$ cat config.mk
export PLATFORM = sky130hd
export DESIGN_NAME = regfile_write_arbiter
export DESIGN_NICKNAME = d
export VERILOG_FILES = /design/src/rtl/regfile_pkg.sv /design/src/rtl/write_req_buffer.sv /design/src/rtl/regfile_write_arbiter.sv
export SDC_FILE = /design/constraint.sdc
export NUM_CORES = 1
export LEC_CHECK = 0
export CORE_MARGIN = 10
export CORE_UTILIZATION = 40
export DETAILED_ROUTE_END_ITERATION = 7
export GPL_TIMING_DRIVEN = 1
export PLACE_DENSITY = 0.66
export SYNTH_ARGS = -nofsm -noshare
export SYNTH_HDL_FRONTEND = slang
export SYNTH_SLANG_ARGS = --single-unit
$ cat constraint.sdc
create_clock -name clock -period 2.57 [get_ports clock]
set_input_delay 0.257 -clock clock [delete_from_list [all_inputs] [get_ports clock]]
set_output_delay 0.257 -clock clock [all_outputs]
set_load 0.02 [all_outputs]
$ cat src/rtl/regfile_pkg.sv
// Shared types and sizes for the register-file write path.
// Used by the write arbiter and its holding buffers.
package regfile_pkg;

  localparam int DATA_W    = 8;
  localparam int ADDR_W    = 3;
  localparam int REG_COUNT = 8;

  typedef struct packed {
    logic [ADDR_W-1:0] dest;
    logic [DATA_W-1:0] data;
  } writeReq_t;

  function automatic logic [REG_COUNT-1:0] regOneHot(
    input logic [ADDR_W-1:0] r
  );
    logic [REG_COUNT-1:0] oh;
    oh    = '0;
    oh[r] = 1'b1;
    return oh;
  endfunction

endpackage

$ cat src/rtl/write_req_buffer.sv
// One-entry holding buffer between a requester and the arbiter.
// A load in the same cycle as a drain keeps the buffer full.
module write_req_buffer
  import regfile_pkg::*;
(
  input  logic      clock,
  input  logic      resetN,
  input  logic      flush,
  input  logic      load,
  input  logic      drain,
  input  writeReq_t dataLoad,
  output logic      valid,
  output writeReq_t entry
);

  always_ff @(posedge clock or negedge resetN) begin
    if (!resetN) begin
      valid <= 1'b0;
      entry <= '0;
    end else begin
      if (flush)
        valid <= 1'b0;
      else if (load)
        valid <= 1'b1;
      else if (drain)
        valid <= 1'b0;
      if (load && !flush)
        entry <= dataLoad;
    end
  end

endmodule

$ cat src/rtl/regfile_write_arbiter.sv
// Two-port round-robin arbiter for the single regFile write port.
// Same-destination writes commit in acceptance order via the age bit.
module regfile_write_arbiter
  import regfile_pkg::writeReq_t,
         regfile_pkg::REG_COUNT,
         regfile_pkg::regOneHot;
#(
  parameter int DATA_W = regfile_pkg::DATA_W,
  parameter int ADDR_W = regfile_pkg::ADDR_W
) (
  input  logic                 clock,
  input  logic                 resetN,
  input  logic                 flush,
  input  logic                 req0Valid,
  input  logic [ADDR_W-1:0]    req0Reg,
  input  logic [DATA_W-1:0]    req0Data,
  input  logic                 req1Valid,
  input  logic [ADDR_W-1:0]    req1Reg,
  input  logic [DATA_W-1:0]    req1Data,
  output logic                 req0Ready,
  output logic                 req1Ready,
  output logic                 enableWrite,
  output logic [ADDR_W-1:0]    registerWrite,
  output logic [DATA_W-1:0]    dataIn,
  output logic [REG_COUNT-1:0] pendingMask
);

  writeReq_t in0, in1, buf0, buf1, outReq;
  logic      bufValid0, bufValid1;
  logic      grant0Raw, grant1Raw;
  logic      grant0, grant1;
  logic      acc0, acc1;
  logic      sameDest, contended;
  logic      rrPtr, older, outValid;

  assign in0 = '{dest: req0Reg, data: req0Data};
  assign in1 = '{dest: req1Reg, data: req1Data};

  assign sameDest  = buf0.dest == buf1.dest;
  assign contended = bufValid0 && bufValid1 && !sameDest;

  always_comb begin
    grant0Raw = 1'b0;
    grant1Raw = 1'b0;
    unique case (1'b1)
      (bufValid0 && !bufValid1): grant0Raw = 1'b1;
      (!bufValid0 && bufValid1): grant1Raw = 1'b1;
      (bufValid0 && bufValid1 && sameDest): begin
        grant0Raw = !older;
        grant1Raw = older;
      end
      contended: begin
        grant0Raw = !rrPtr;
        grant1Raw = rrPtr;
      end
      default: ;
    endcase
  end

  // Ready uses the unsuppressed grant so it never looks at flush.
  assign grant0    = grant0Raw && !flush;
  assign grant1    = grant1Raw && !flush;
  assign req0Ready = !bufValid0 || grant0Raw;
  assign req1Ready = !bufValid1 || grant1Raw;
  assign acc0      = req0Valid && req0Ready && !flush;
  assign acc1      = req1Valid && req1Ready && !flush;

  write_req_buffer u_buf0 (
    .clock    (clock),
    .resetN   (resetN),
    .flush    (flush),
    .load     (acc0),
    .drain    (grant0),
    .dataLoad (in0),
    .valid    (bufValid0),
    .entry    (buf0)
  );

  write_req_buffer u_buf1 (
    .clock    (clock),
    .resetN   (resetN),
    .flush    (flush),
    .load     (acc1),
    .drain    (grant1),
    .dataLoad (in1),
    .valid    (bufValid1),
    .entry    (buf1)
  );

  always_ff @(posedge clock or negedge resetN) begin
    if (!resetN) begin
      rrPtr    <= 1'b0;
      older    <= 1'b0;
      outValid <= 1'b0;
      outReq   <= '0;
    end else begin
      if (flush)
        older <= 1'b0;
      else if (acc0 && acc1)
        older <= 1'b0;
      else if (acc0 && bufValid1 && !grant1)
        older <= 1'b1;
      else if (acc1 && bufValid0 && !grant0)
        older <= 1'b0;
      if (contended && !flush)
        rrPtr <= !rrPtr;
      outValid <= grant0 || grant1;
      if (grant0)
        outReq <= buf0;
      else if (grant1)
        outReq <= buf1;
      else
        outReq <= '0;
    end
  end

  assign enableWrite   = outValid && (outReq.dest != '0);
  assign registerWrite = outReq.dest;
  assign dataIn        = outReq.data;

  always_comb begin
    pendingMask = '0;
    if (bufValid0)
      pendingMask = pendingMask | regOneHot(buf0.dest);
    if (bufValid1)
      pendingMask = pendingMask | regOneHot(buf1.dest);
    if (outValid)
      pendingMask = pendingMask | regOneHot(outReq.dest);
    pendingMask[0] = 1'b0;
  end

endmodule

; ---- Word-level counts from Yosys, hierarchy flattened
; Cells that the tools add are included.
[op_classes]
reduce_logical = 38
eq_ne = 1
order_cmp = 6
multipliers = 0
bitwise = 2
shifts = 0
n_addsub = 0
n_div = 0
n_mux = 23
[ops]
columns = operator, count
row1 = 2-to-1 mux 8 bit, 3
row2 = logical AND 1 bit, 23
row3 = 2-to-1 mux 11 bit, 2
row4 = bitwise OR 8 bit, 2
row5 = 2-to-1 mux 1 bit, 13
row6 = "less-than comparator 3 x 4 -> 1 bit, second input constant", 3
row7 = demux 1 bit (select 3 bit), 3
row8 = "greater-or-equal comparator 3 x 1 -> 1 bit, second input constant", 3
row9 = nonzero test 3 bit, 3
row10 = logical NOT 1 bit, 8
row11 = one-hot mux 1 bit (3 select lines), 2
row12 = nonzero test 4 bit, 1
row13 = == test 3 bit, 1
row14 = logical OR 1 bit, 3
[word_totals]
latchBits = 0
memories = 0
word_cells = 81
reg_bits = 38
output_inout_bits = 22
ramBits = 0
in_bits = 27
rom_bits = 0

; ---- Longest topological paths before layout
[logic_depth]
depth_word = 13
mapped_depth = 6

; ---- By module
; A second synthesis with hierarchy kept.
[hier_totals]
cells_unflattened = 156
area_unflattened_um2 = 1988.2
[by_module_without_submodules]
columns = mod, area_per_inst_um2, instances, cells_per_inst
row1 = write_req_buffer, 510.5, 2, 28
row2 = regfile_write_arbiter, 967.2, 1, 100

; ---- Worst setup path after synthesis
; No wires, ideal clock.
[synth_timing]
path_kind = reg-to-reg
start = register u_buf1.entry[9] (netlist name)
end = register u_buf1.entry[0] (netlist name)
setup_time_ns = 0.125
stages_incl_launch_ff = 7
setup_slack_ns = 0.772
path_buffers = 2
arrival_ns = 1.673
path_cell_list = dfrtp_1 > buf_4 > xnor2_1 > nand4_2 > a41oi_2 > buf_6 > mux2_4
[synth_between]
elab_chain_cells = 8
elab_cells_between_ends = 9
cone_classes = eq/ne: 1 / mux: 1 / reduce/logical: 7
[synth_lines]
columns = element, line
row1 = from (decl), write_req_buffer.sv:13  ; output writeReq_t entry
row2 = from (signal assigned), write_req_buffer.sv:28  ; entry <= dataLoad;
row3 = == test 3 bit *, regfile_write_arbiter.sv:39  ; assign sameDest = buf0.dest == buf1.dest;
row4 = logical NOT 1 bit, regfile_write_arbiter.sv:40  ; assign contended = bufValid0 && bufValid1 && !sameDest;
row5 = logical AND 1 bit, regfile_write_arbiter.sv:40
row6 = one-hot mux 1 bit (3 select lines) *, regfile_write_arbiter.sv:45  ; unique case (1'b1)
row7 = logical OR 1 bit *, regfile_write_arbiter.sv:64  ; assign req1Ready = !bufValid1 || grant1Raw;
row8 = logical AND 1 bit * (2 in a row), regfile_write_arbiter.sv:66  ; assign acc1 = req1Valid && req1Ready && !flush;
row9 = logical AND 1 bit *, write_req_buffer.sv:27  ; if (load && !flush)
; Every way passes the cells marked *; elsewhere a longest branch is shown, timed or not.
; A chain may end at the register's enable or synchronous reset.

; ---- Final worst setup path
[layout_timing]
start = register u_buf0.entry[9] (netlist name)
end = output port req1Ready
[layout_between]
elab_chain_cells = 5
elab_cells_between_ends = 6
cone_classes = eq/ne: 1 / mux: 1 / reduce/logical: 4
[layout_lines]
columns = element, line
row1 = from (decl), write_req_buffer.sv:13
row2 = from (signal assigned), write_req_buffer.sv:28
row3 = == test 3 bit *, regfile_write_arbiter.sv:39
row4 = logical NOT 1 bit, regfile_write_arbiter.sv:40
row5 = logical AND 1 bit, regfile_write_arbiter.sv:40
row6 = one-hot mux 1 bit (3 select lines) *, regfile_write_arbiter.sv:45
row7 = logical OR 1 bit *, regfile_write_arbiter.sv:64
row8 = to (decl), regfile_write_arbiter.sv:21  ; output logic req1Ready,
; Marked as above.

==> results.sh <==
export IMPL_syn_area_per_cell_um2=12.4
export IMPL_drt_pass1_iterations=4
export IMPL_synth_seq_area_share_pct=49.0
export IMPL_synth_fp_nets=183
export IMPL_use_met1_pct=16.1
export IMPL_placementRows=25
export IMPL_cp_slowest_stage_delay_ns=0.54
export IMPL_async_reset_ff_share_pct=100
export IMPL_vias_per_cell=5.20
export IMPL_grtUsageMet2_pct=18.9
export IMPL_port_buffers=47
export IMPL_io_pins=49
export IMPL_path_cells="xor2_2, o31ai_4, and2_1, nand3_1, clkdlybuf4s50_1"
export IMPL_start_kind="flop"
export IMPL_p_per_area_nw_per_um2=650
export IMPL_max_slew_margin_rel_pct=43.3
export IMPL_critPathSlowestCell="clkdlybuf4s50_1"
export IMPL_leakage_nw=1.05
export IMPL_r2r_start="u_buf0.entry[8]"
export IMPL_syn_inst=156
export IMPL_grt_pass1_vias=1512
export IMPL_cp_max_fo=7
export IMPL_report_final_hold_viol_count=0
export IMPL_combinationalPowerShare_pct=26.8
export IMPL_irDropWorstVdd_v=0.000378
export IMPL_period_share_pct=94.7
export IMPL_cts_sinks=38
export IMPL_tightest_slew_ns=0.851
export IMPL_area_growth_pct=32.3
export IMPL_syn_area_um2=1940
export IMPL_dieArea_um2=8040
export IMPL_end_kind="primary output"
export IMPL_timing_final_max_slew_violations=0
export IMPL_fillers=391
export IMPL_status="finished, final reports clean"
export IMPL_rsz0062_at_grt="no"
export IMPL_grt_pass1_wl_um=7890
export IMPL_finalClockSkew_ns=0.00238
export IMPL_worstPathArrival_ns=2.18
export IMPL_drtIter0Drc=102
export IMPL_mostFrequentLayoutCells="45 x clkdlybuf4s50_1, 35 x dfrtp_1, 12 x nand2_1, 12 x mux2_1, 11 x a22o_1"
export IMPL_path_clk_slew_ns=0.08
export IMPL_hp_class="in -> async"
export IMPL_layout_commonest_cell="clkdlybuf4s50_1"
export IMPL_sw_frac_of_total_pct=31.9
export IMPL_cts_root_buf="clkbuf_8"
export IMPL_use_met3_pct=6.32
export IMPL_antenna_found_initial=0
export IMPL_crit_type="reg -> out"
export IMPL_endpoint="req1Ready"
export IMPL_hold_buffers=0
export IMPL_synth_edff_count=0
export IMPL_cts_htree_levels=2
export IMPL_synth_fa_ha_area_share_pct=0
export IMPL_nets=231
export IMPL_avgRoutedWirePerCell_um=17.6
export IMPL_synth_top_family_by_area="compound AO/OA/AOI/OAI gates"
export IMPL_reg2reg_depth=5
export IMPL_grt_busiest_layer="met2"
export IMPL_dp_hpwl_um=3440
export IMPL_cts_setup_buffers=0
export IMPL_cts_resized=0
export IMPL_wl_um=4800
export IMPL_grt_max_degree=39
export IMPL_regArea_um2=955
export IMPL_drc=0
export IMPL_ys_types=44
export IMPL_r2r_slack_ns=0.63
export IMPL_period_needed_ns=2.43
export IMPL_cellInternalPower_mw=1.14
export IMPL_fp_coreArea_um2=4720
export IMPL_place_gp_congestion=0.919
export IMPL_yosysWarnings=0
export IMPL_yosys_register_bits=38
export IMPL_crit_required_ns=2.31
export IMPL_crit_family="buffers and inverters"
export IMPL_fmax_mhz=411
export IMPL_drive_gt1_share_pct=19.0
export IMPL_path_depth=5
export IMPL_power_frac_seq_pct=47.1
export IMPL_antenna_cells=0
export IMPL_maxCapViolCount=0
export IMPL_finalSetupViolCount=0
export IMPL_synth_xor_area_share_pct=3.93
export IMPL_cts_buffer_depth=2
export IMPL_holdWs_ns=0.0681
export IMPL_gr_total_overflow=0
export IMPL_synth_ff_type="dfrtp_1"
export IMPL_synth_simple_area_share_pct=12.4
export IMPL_grt_use_total_pct=12.9
export IMPL_cts_tree="yes"
export IMPL_startpoint="u_buf0.entry[9]"
export IMPL_vias=1415
export IMPL_ant_nets=0
export IMPL_crit_buf_inv=1
export IMPL_setup_tns_ns=0
export IMPL_p_sw_mw=0.533
export IMPL_multi_input_area_um2=913
export IMPL_synth_compound_area_share_pct=14.7
export IMPL_cts_buffers=5
export IMPL_power_frac_clock_pct=26.1
export IMPL_start_util_pct=41.1
export IMPL_die_h_um=89.7
export IMPL_synth_mux_area_share_pct=14.7
export IMPL_final_util_pct=54.4
export IMPL_worstReg2RegEnd="u_buf1.entry[6]"
export IMPL_die_w_um=89.7
export IMPL_insertion_delay_ns=0.29
## worst min-delay path by stage
stage                start               to  slack, ns
floorplan           resetN        dataIn[0]      -0.04
finish              resetN  u_buf0.entry[1]       0.07
detailed placement  resetN  u_buf0.entry[1]       0.42
global placement    resetN  u_buf0.entry[1]       0.40
global route        resetN        dataIn[7]       0.12
CTS                 resetN  u_buf0.entry[1]        0.1
## sequential cells by signal, indices dropped and copies added, names as in the netlist
| register | count |
|---|---|
| dataIn | 8 |
| older | 1 |
| outValid | 1 |
| registerWrite | 3 |
| rrPtr | 1 |
| u_buf0.entry | 11 |
| u_buf0.valid | 1 |
| u_buf1.entry | 11 |
| u_buf1.valid | 1 |
## worst register-to-register path, stage by stage, from the launching register on
cell,delay [ns]
dfrtp_1,0.51
xor2_1,0.39
o31ai_4,0.11
a41oi_2,0.20
buf_4,0.27
mux2_1,0.35
## kinds of logic (layout without fill, tap and decap cells)
logic type                Yosys count  after routing
AOI/OAI and AO/OA                  33             33
xor gates and xnor gates            7              7
buffers and inverters              14             63
DFF                                38             38
muxes                              22             22
other                               1              1
and+or+nand+nor                    41             41
## cell type report
| type | instances | share of cell area, % |
|---|---|---|
| timing repair buffer | 53 | 20.0 |
| tap | 67 | 3.27 |
| inverter | 2 | 0.292 |
| sequential | 38 | 37.2 |
| clock inverter | 2 | 0.487 |
| multi-input combinational | 104 | 35.6 |
| clock buffer | 6 | 3.22 |
## per-layer routing
metal	wire, um	part of all wire [%]
met1	2140	45
met4	53	1.1
met2	2120	44
met3	489	10
met5	0	0
## power by group through the flow
stage / logic [mW] / clock network, mW / registers (mW)
finish: 0.447 / 0.436 / 0.787
global route: 0.486 / 0.483 / 0.802
CTS: 0.444 / 0.447 / 0.778
detailed placement: 0.442 / 0 / 0.787
global placement: 0.430 / 0 / 0.783
floorplan: 0.311 / 0 / 0.762
## synth_stat cells (3+ instances only)
cell / number / share of area (%)
dfrtp_1: 38 / 49
mux2_1: 12 / 7.0
nand2_1: 12 / 2.3
a22o_1: 11 / 5.0
mux2_4: 10 / 7.7
buf_4: 5 / 1.9
nand3_1: 5 / 1.3
o21ai_0: 5 / 1.3
buf_2: 4 / 1.0
nand2b_1: 4 / 1.3
buf_6: 3 / 1.7
nor2b_1: 3 / 0.97
xor2_1: 3 / 1.4
## metrics by stage
| step | setup WS (ns) | instance area, um^2 | std cells | total power [mW] |
|---|---|---|---|---|
| floorplan | 0.772 | 1940 | 156 | 1.07 |
| global placement | 0.424 | 2440 | 264 | 1.21 |
| detailed placement | 0.354 | 2440 | 264 | 1.23 |
| CTS | 0.0261 | 2540 | 272 | 1.67 |
| global route | 0.0128 | 2570 | 272 | 1.77 |
| finish | 0.136 | 2570 | 272 | 1.67 |
No activity file was read; power rests on OpenSTA's default activity.
